$ cat config.mk
export PLATFORM = sky130hd
export DESIGN_NAME = row_skewer_stream
export DESIGN_NICKNAME = d
export VERILOG_FILES = /design/src/rtl/row_skewer_stream.sv
export SDC_FILE = /design/constraint.sdc
export NUM_CORES = 1
export LEC_CHECK = 0
export CAP_MARGIN = 5
export CORE_MARGIN = 4
export CORE_UTILIZATION = 43
export DETAILED_ROUTE_END_ITERATION = 8
export PLACE_DENSITY = 0.77
export SYNTH_ARGS = -nofsm -noshare
export SYNTH_HDL_FRONTEND = slang
export SYNTH_SLANG_ARGS = --single-unit
$ cat constraint.sdc
create_clock -name clk -period 2.65 [get_ports clk]
set_clock_uncertainty 0.05 [all_clocks]
set_input_delay 0.795 -clock clk [delete_from_list [all_inputs] [get_ports clk]]
set_output_delay 0.795 -clock clk [all_outputs]
set_load 0.01 [all_outputs]
$ cat src/rtl/row_skewer_stream.sv
// ---------------------------------------------------------------------------
// row_skewer_stream
//
// Purpose:
//   Row skewer for the systolic array feed path. Accepts one DIM_SIZE x
//   DIM_SIZE matrix (packed rows) per input handshake and streams it out as
//   2*DIM_SIZE-1 diagonal wavefronts, one per accepted output beat.
//   Wavefront k, lane r = element (k-r) of row r when 0 <= k-r < DIM_SIZE,
//   otherwise zero. Elements and lanes are packed MSB first.
//
// Ports:
//   clk        clock, all logic on rising edge
//   rst        synchronous reset, active-high
//   in_valid   matrix present on in_rows
//   in_ready   block accepts a matrix this cycle
//   in_rows    DIM_SIZE packed rows, row r at [(r+1)*DATA_WIDTH-1 : r*DATA_WIDTH]
//   out_valid  out_diag holds a valid wavefront
//   out_ready  consumer accepts the wavefront this cycle
//   out_diag   wavefront, lane r feeds array row r
//   out_idx    wavefront number k, 0..2*DIM_SIZE-2
//   out_last   high with the final wavefront
//   busy       a matrix is held (streaming or buffered)
//
// Configuration:
//   ROW_SKEWER_DBUF_EN  when defined, adds a shadow matrix buffer so that
//                       back-to-back matrices stream without a bubble cycle.
//                       When undefined, a single buffer is used and in_ready
//                       is low for the whole streaming phase.
// ---------------------------------------------------------------------------
module row_skewer_stream #(
    parameter int DATA_SIZE  = 8,
    parameter int DIM_SIZE   = 4,
    parameter int DATA_WIDTH = DATA_SIZE * DIM_SIZE,
    parameter int IDX_W      = $clog2(2 * DIM_SIZE - 1)
) (
    input  logic                           clk,
    input  logic                           rst,
    input  logic                           in_valid,
    output logic                           in_ready,
    input  logic [DIM_SIZE*DATA_WIDTH-1:0] in_rows,
    output logic                           out_valid,
    input  logic                           out_ready,
    output logic [DATA_WIDTH-1:0]          out_diag,
    output logic [IDX_W-1:0]               out_idx,
    output logic                           out_last,
    output logic                           busy
);

    localparam int              LAST   = 2 * DIM_SIZE - 2;
    localparam logic [IDX_W-1:0] LAST_K = IDX_W'(LAST);

    typedef enum logic {IDLE, STREAM} state_t;

    state_t                         state;
    logic [IDX_W-1:0]               k;
    logic [DIM_SIZE*DATA_WIDTH-1:0] active_buf;
    logic [DATA_WIDTH-1:0]          diag;
    logic                           last_beat;

`ifdef ROW_SKEWER_DBUF_EN
    logic [DIM_SIZE*DATA_WIDTH-1:0] shadow_buf;
    logic                           shadow_full;

    assign in_ready = !shadow_full;
    assign busy     = (state == STREAM) || shadow_full;
`else
    assign in_ready = (state == IDLE);
    assign busy     = (state == STREAM);
`endif

    assign out_valid = (state == STREAM);
    assign last_beat = (k == LAST_K);

    // Pure element routing: lane r picks element e of row r where r+e == k.
    always_comb begin
        diag = '0;
        for (int r = 0; r < DIM_SIZE; r++) begin
            for (int e = 0; e < DIM_SIZE; e++) begin
                if (int'(k) == r + e) begin
                    diag[DATA_WIDTH-1-r*DATA_SIZE -: DATA_SIZE] =
                        active_buf[r*DATA_WIDTH + DATA_WIDTH-1-e*DATA_SIZE -: DATA_SIZE];
                end
            end
        end
    end

    // Outputs are forced to zero whenever no wavefront is being presented.
    assign out_diag = out_valid ? diag : '0;
    assign out_idx  = out_valid ? k : '0;
    assign out_last = out_valid && last_beat;

    always_ff @(posedge clk) begin
        if (rst) begin
            state      <= IDLE;
            k          <= '0;
            active_buf <= '0;
`ifdef ROW_SKEWER_DBUF_EN
            shadow_buf  <= '0;
            shadow_full <= 1'b0;
`endif
        end else begin
            case (state)
                IDLE: begin
                    if (in_valid && in_ready) begin
                        active_buf <= in_rows;
                        k          <= '0;
                        state      <= STREAM;
                    end
                end
                STREAM: begin
                    if (out_ready) begin
                        if (last_beat) begin
`ifdef ROW_SKEWER_DBUF_EN
                            // Chain the next matrix directly into active so
                            // its wavefront 0 follows without a gap.
                            if (shadow_full) begin
                                active_buf  <= shadow_buf;
                                shadow_full <= 1'b0;
                                k           <= '0;
                            end else if (in_valid) begin
                                active_buf <= in_rows;
                                k          <= '0;
                            end else begin
                                k     <= '0;
                                state <= IDLE;
                            end
`else
                            k     <= '0;
                            state <= IDLE;
`endif
                        end else begin
                            k <= k + 1'b1;
                        end
                    end
`ifdef ROW_SKEWER_DBUF_EN
                    // A matrix arriving mid-stream parks in the shadow buffer;
                    // on the last beat it was already routed to active above.
                    if (in_valid && in_ready && !(out_ready && last_beat)) begin
                        shadow_buf  <= in_rows;
                        shadow_full <= 1'b1;
                    end
`endif
                end
                default: state <= IDLE;
            endcase
        end
    end

endmodule

### Yosys cells after proc, flatten, opt, wreduce, memory -nomap -nowiden

Cells that the tools add are included.

* logic and storage cells: 45
* input port bits: 132
* flip-flop bits (word level): 132

* bitwise gates (word level): 1
* eq/ne operators: 9
* add/sub/neg operators: 1
* muxes and demuxes: 26
* reduce and logical (&&, ||, !) cells: 5

Operators with widths (count)
* $mux W8: 16
* $mux W32: 1
* $eq A3 B3 Y1 const B: 5
* $mux W3: 4
* $eq A3 B2 Y1 const B: 2
* $pmux W3 S2: 1
* $reduce_and A2 Y1: 2
* $add A3 B1 Y3 const B: 1
* $logic_not A3 Y1: 1
* $mux W1: 3
* $logic_and A1 B1 Y1: 2
* $ne A2 B1 Y1 const B: 1
* $ne A2 B2 Y1 const B: 1
* $pmux W1 S2: 1
* $not A1 Y1: 1

### Logic depth before layout (Yosys ltp)

* depth in word-level cells: 6
* mapped depth: 8
* depth with buffers taken out: 5

### Worst setup path before layout

OpenSTA, ideal clock, no wires.

* path kind: flip-flop to output port
* from: register k[1]
* to: output port out_diag[0]
* slack: 40 ps
* arrival time: 1765 ps
* path buffers: 3
* stages on the path, launching flop included: 9
* path through: dfxtp_1 > buf_2 > and2_1 > ha_1 > buf_2 > and2_1 > buf_2 > o21a_1 > a221o_1

* longest elaborated chain between the ends: 6
* elaborated cells on any way between the ends: 9
* those cells by class: 4 x eq/ne; 5 x mux

Ends and longest elaborated chain
* from (decl): RTL line 55 `logic [IDX_W-1:0] k;`
* from (signal assigned): RTL line 132 `k <= k + 1'b1;`
* $eq A3 B3 Y1: RTL line 79 `if (int'(k) == r + e) begin`
* $mux W8 (3 in series): RTL line 79
* $mux W8 *: RTL line 79
* $mux W32 *: RTL line 88 `assign out_diag = out_valid ? diag : '0;`
* to (decl): RTL line 43 `output logic [DATA_WIDTH-1:0] out_diag,`

Mark *: on every way between the ends. The rest lies on a longest branch, timed or not.

### Worst setup path in the final report

* from: register k[0]
* to: output port out_diag[0]

The elaborated chain is that of the path after synthesis.

==> summary.txt <==
Critical path
  • Worst Path Max Fanout: 7
  • Worst Path Arrival: 1950 ps
  • Sort of element at the start of the critical path: register
  • Worst path cell trace: and2_4, ha_4, and2_4, o21a_4, buf_6, a221o_1, buf_2
  • Startpoint of the most critical setup path: k[0]
  • Slowest cell on the critical path: sky130_fd_sc_hd__dfxtp_4
  • Register-to-register setup slack: 950 ps
  • Crit path kind: reg -> out
  • Most Frequent Cell on Critical Path: sky130_fd_sc_hd__and2_4
  • Worst path required time: 1810 ps
  • Capture instance of the worst register-to-register path: active_buf[99]
  • Nature of the critical path endpoint: output pin
  • Slowest stage delay, CP: 350 ps
  • Worst Setup EP: out_diag[0]
  • Worst reg2reg path startpoint: busy
  • Register-to-Register Path Depth: 5

Timing
  • Remaining max-slew budget at the tightest pin: 0.6526
  • RSZ-0062 raised after global routing: true
  • Transition time at the pin with the least slew margin: 520.5 ps
  • Final worst slack: -145.3 ps
  • Post-route minimum period: 2795 ps
  • Final setup violation count: 30
  • Part of the cycle the worst path needs: 1.055
  • Final Hold Violating Endpoints: 0
  • Achievable Freq: 357.7 MHz
  • Summed negative setup slack over all endpoints: -1888 ps
  • Number of max-slew violations in the final report: 0

Logic synthesis
  • Number of enable-type register cells in the synthesized netlist: 0
  • Sequential element share of the synthesized area: 0.4660
  • Gate count of the mapped netlist: 746
  • Synthesized area divided by synthesized cell count: 7.601 sq um
  • Netlist area before placement: 5670 sq um
  • Post-synthesis sequential element count: 132
  • Yosys synthesis warning count: 0
  • Proportion of register bits with asynchronous set or reset after synthesis: 0
  • Number of distinct library cells after synthesis: 35
  • Synthesized netlist net count: 879
  • Post-synth top flop: sky130_fd_sc_hd__dfxtp_1

Clock tree
  • Clock insertion delay at the later pin of the skew report: 410 ps
  • Number of levels in the clock H-tree: 4
  • Clock root cell: sky130_fd_sc_hd__clkbuf_16
  • Number of clock buffers inserted by TritonCTS: 17
  • Clock tree from TritonCTS: yes
  • Clock edge transition at the registers on the reported setup and hold paths: 60 ps
  • Maximum clock insertion buffer count: 2
  • Number of sinks on the clock net: 132

Final layout
  • Number of diodes: 0
  • Multi-input gate area in the final layout: 2967 sq um
  • Final instance count without filler cells: 1110
  • Layout cell share with drive strength beyond 1: 0.1908
  • Fillers: 1065
  • Area added between synthesis and finish: 51.21%
  • Fraction of the core area covered by cells at the end of the flow: 0.6713
  • Total Nets Final: 1058
  • Combined flip-flop and latch cell area: 2649 sq um

Die
  • Cell row count: 41
  • Width of the die: 122.8 microns
  • Starting utilization of the core area: 0.4439
  • Total die area: 15090 sq um
  • Y dimension of the die: 122.8 microns
  • Ports: 171
  • Core Region: 12770 sq um

Power
  • Share of power burned in the clock network: 0.463
  • Power per cell area: 607.3 nW/um^2
  • Switching power total: 1.281 mW
  • Sum of internal, switching and leakage power: 5.207 mW
  • Portion of total power attributed to combinational logic: 0.121
  • Worst supply voltage drop on vdd: 0.4728 mV
  • Switching part of the total power: 0.2460
  • Cell-internal power: 3.926 mW
  • Leak pwr: 3.257 nW
  • Part of the total power dissipated in sequential elements: 0.416

Status
  • Violations in the final reports: negative setup slack
  • Result of the run: finished, violations left

Detailed routing
  • Number of remaining DRC errors: 0
  • Detailed-routing iteration count for the pre-antenna-repair pass: 5
  • Per-cell routed wire length: 16.30 microns
  • Antenna-violating nets left: 0
  • Vias per std cell: 5.273
  • Count of routing violations after the opening detailed-route iteration: 537
  • Via count: 5853
  • Routed Wire Length: 18.09 mm

Place
  • Sum of net half-perimeters after detailed placement: 11.73 mm
  • Gp weighted congestion: 0.8509
  • I/O Buffers: 170
  • Cell total after placement: 1059

GRT
  • Initial antenna violation count: 0
  • First-pass GRT wire length: 27.21 mm
  • Largest net degree at the start of global routing: 74
  • Via count of the first global-routing pass: 5501
  • Global route overflow: 0
  • Total global-route track usage: 0.2306

Min path
  • Min-Delay Path Class: reg -> reg

Run
  • Number of maximum-capacitance violations: 0
worst min-delay path by stage:
stage	from	end	slack (ps)	cells after the start
6_report	active_buf[16]	active_buf[16]	400	2
5_1_grt	active_buf[18]	active_buf[18]	420	2
4_1_cts	active_buf[73]	active_buf[73]	400	2
3_5_place_dp	active_buf[73]	active_buf[73]	390	2
3_3_place_gp	active_buf[69]	active_buf[69]	390	2
2_1_floorplan	active_buf[72]	active_buf[72]	380	2
state kept, by name (all words and copies together) (netlist names):
name and count:
busy 1, k 3, active_buf 128
metrics by stage:
stage | cell area, sq um | setup slack, ps | hold slack, ps
global route | 8574 | -204.1 | 419.1
finish | 8574 | -145.3 | 401.2
floorplan | 5670 | 40.16 | 382.8
detailed placement | 7601 | -259.6 | 394.8
CTS | 8324 | -159.4 | 403.9
global placement | 7601 | -211.9 | 389.3
synthesized netlist by cell type, types with 2 or more instances:
| cell | number | share of area |
|---|---|---|
| sky130_fd_sc_hd__buf_1 | 3 | 0.0020 |
| sky130_fd_sc_hd__and2_1 | 4 | 0.0044 |
| sky130_fd_sc_hd__a21oi_1 | 129 | 0.11 |
| sky130_fd_sc_hd__a221o_1 | 8 | 0.014 |
| sky130_fd_sc_hd__o221ai_1 | 8 | 0.012 |
| sky130_fd_sc_hd__a221oi_1 | 8 | 0.012 |
| sky130_fd_sc_hd__a31oi_1 | 8 | 0.0088 |
| sky130_fd_sc_hd__nand2_1 | 273 | 0.18 |
| sky130_fd_sc_hd__nand3b_1 | 2 | 0.0026 |
| sky130_fd_sc_hd__dfxtp_1 | 132 | 0.47 |
| sky130_fd_sc_hd__buf_4 | 11 | 0.015 |
| sky130_fd_sc_hd__mux2_2 | 8 | 0.016 |
| sky130_fd_sc_hd__buf_6 | 4 | 0.0079 |
| sky130_fd_sc_hd__clkbuf_1 | 28 | 0.019 |
| sky130_fd_sc_hd__nor2_1 | 20 | 0.013 |
| sky130_fd_sc_hd__nand3_1 | 20 | 0.018 |
| sky130_fd_sc_hd__inv_1 | 3 | 0.0020 |
| sky130_fd_sc_hd__nor2b_1 | 4 | 0.0044 |
| sky130_fd_sc_hd__a22oi_1 | 8 | 0.011 |
| sky130_fd_sc_hd__buf_2 | 17 | 0.015 |
| sky130_fd_sc_hd__nand2b_1 | 3 | 0.0033 |
| sky130_fd_sc_hd__o21ai_0 | 24 | 0.021 |
| sky130_fd_sc_hd__mux2i_1 | 9 | 0.016 |
layout by cell type (no fill, tap or decap), types with 4 or more instances in the layout:
cell type	count
sky130_fd_sc_hd__a21oi_1	129
sky130_fd_sc_hd__a221o_1	8
sky130_fd_sc_hd__a221oi_2	8
sky130_fd_sc_hd__a22oi_1	8
sky130_fd_sc_hd__a31oi_2	5
sky130_fd_sc_hd__buf_12	11
sky130_fd_sc_hd__buf_2	31
sky130_fd_sc_hd__buf_4	33
sky130_fd_sc_hd__buf_6	9
sky130_fd_sc_hd__clkbuf_16	17
sky130_fd_sc_hd__clkdlybuf4s50_1	134
sky130_fd_sc_hd__clkinv_4	4
sky130_fd_sc_hd__dfxtp_1	129
sky130_fd_sc_hd__mux2_2	5
sky130_fd_sc_hd__mux2i_1	9
sky130_fd_sc_hd__nand2_1	268
sky130_fd_sc_hd__nand2_2	5
sky130_fd_sc_hd__nand3_1	12
sky130_fd_sc_hd__nand3_2	7
sky130_fd_sc_hd__nor2_1	19
sky130_fd_sc_hd__o21ai_0	23
sky130_fd_sc_hd__o221ai_2	8
worst max-delay path: cells and delay by family, from the launching register on:
family	cells	cell delay [ps]
buf+inv	2	260
simple gates	2	310
fa+ha+maj	1	180
flops	1	350
compound gates	2	430
kinds of logic (layout without fill, tap and decap cells):
kind of cell               after synthesis  count (layout)  share of synthesized area
and+or+nand+nor                        333             333                     0.2414
AOI/OAI and AO/OA                      197             197                     0.1986
DFF                                    132             132                     0.4660
buffers and inverters                   66             258                    0.06002
muxes                                   17              17                    0.03178
adders and majority gates                1               1                   0.002206
final cells by class:
cell class,instances,area share
inverters,3,0.001313
well taps,172,0.02510
repair buffers,223,0.2479
clock inverters,15,0.02116
multi-input cells,548,0.3460
flip-flops and latches,132,0.3089
clock buffers,17,0.04961
power by group through the flow:
stage | clock, mW | sequential (mW) | combinational (mW)
after detailed placement | 0 | 2.20 | 0.591
final | 2.41 | 2.17 | 0.632
after floorplan | 0 | 2.18 | 0.297
after CTS | 2.44 | 2.16 | 0.610
after global routing | 2.53 | 2.18 | 0.690
after global placement | 0 | 2.20 | 0.584
metal layers:
layer  wire length [microns]  vias up  global-route usage
li1                        -     2873                   -
met1                    7553     2729              0.3026
met2                    8733      229              0.3690
met3                    1516       22             0.05899
met4                     289        0             0.07908
met5                       0        -                   0
what timing repair did:
action                                  CTS  global route
gates cloned                              2             0
resized for setup                       168            44
hold buffers                              0             0
pin swaps                                14            26
endpoints found under the setup margin   34            34
setup buffers                             8            11
(Power assumes the default switching activity.)
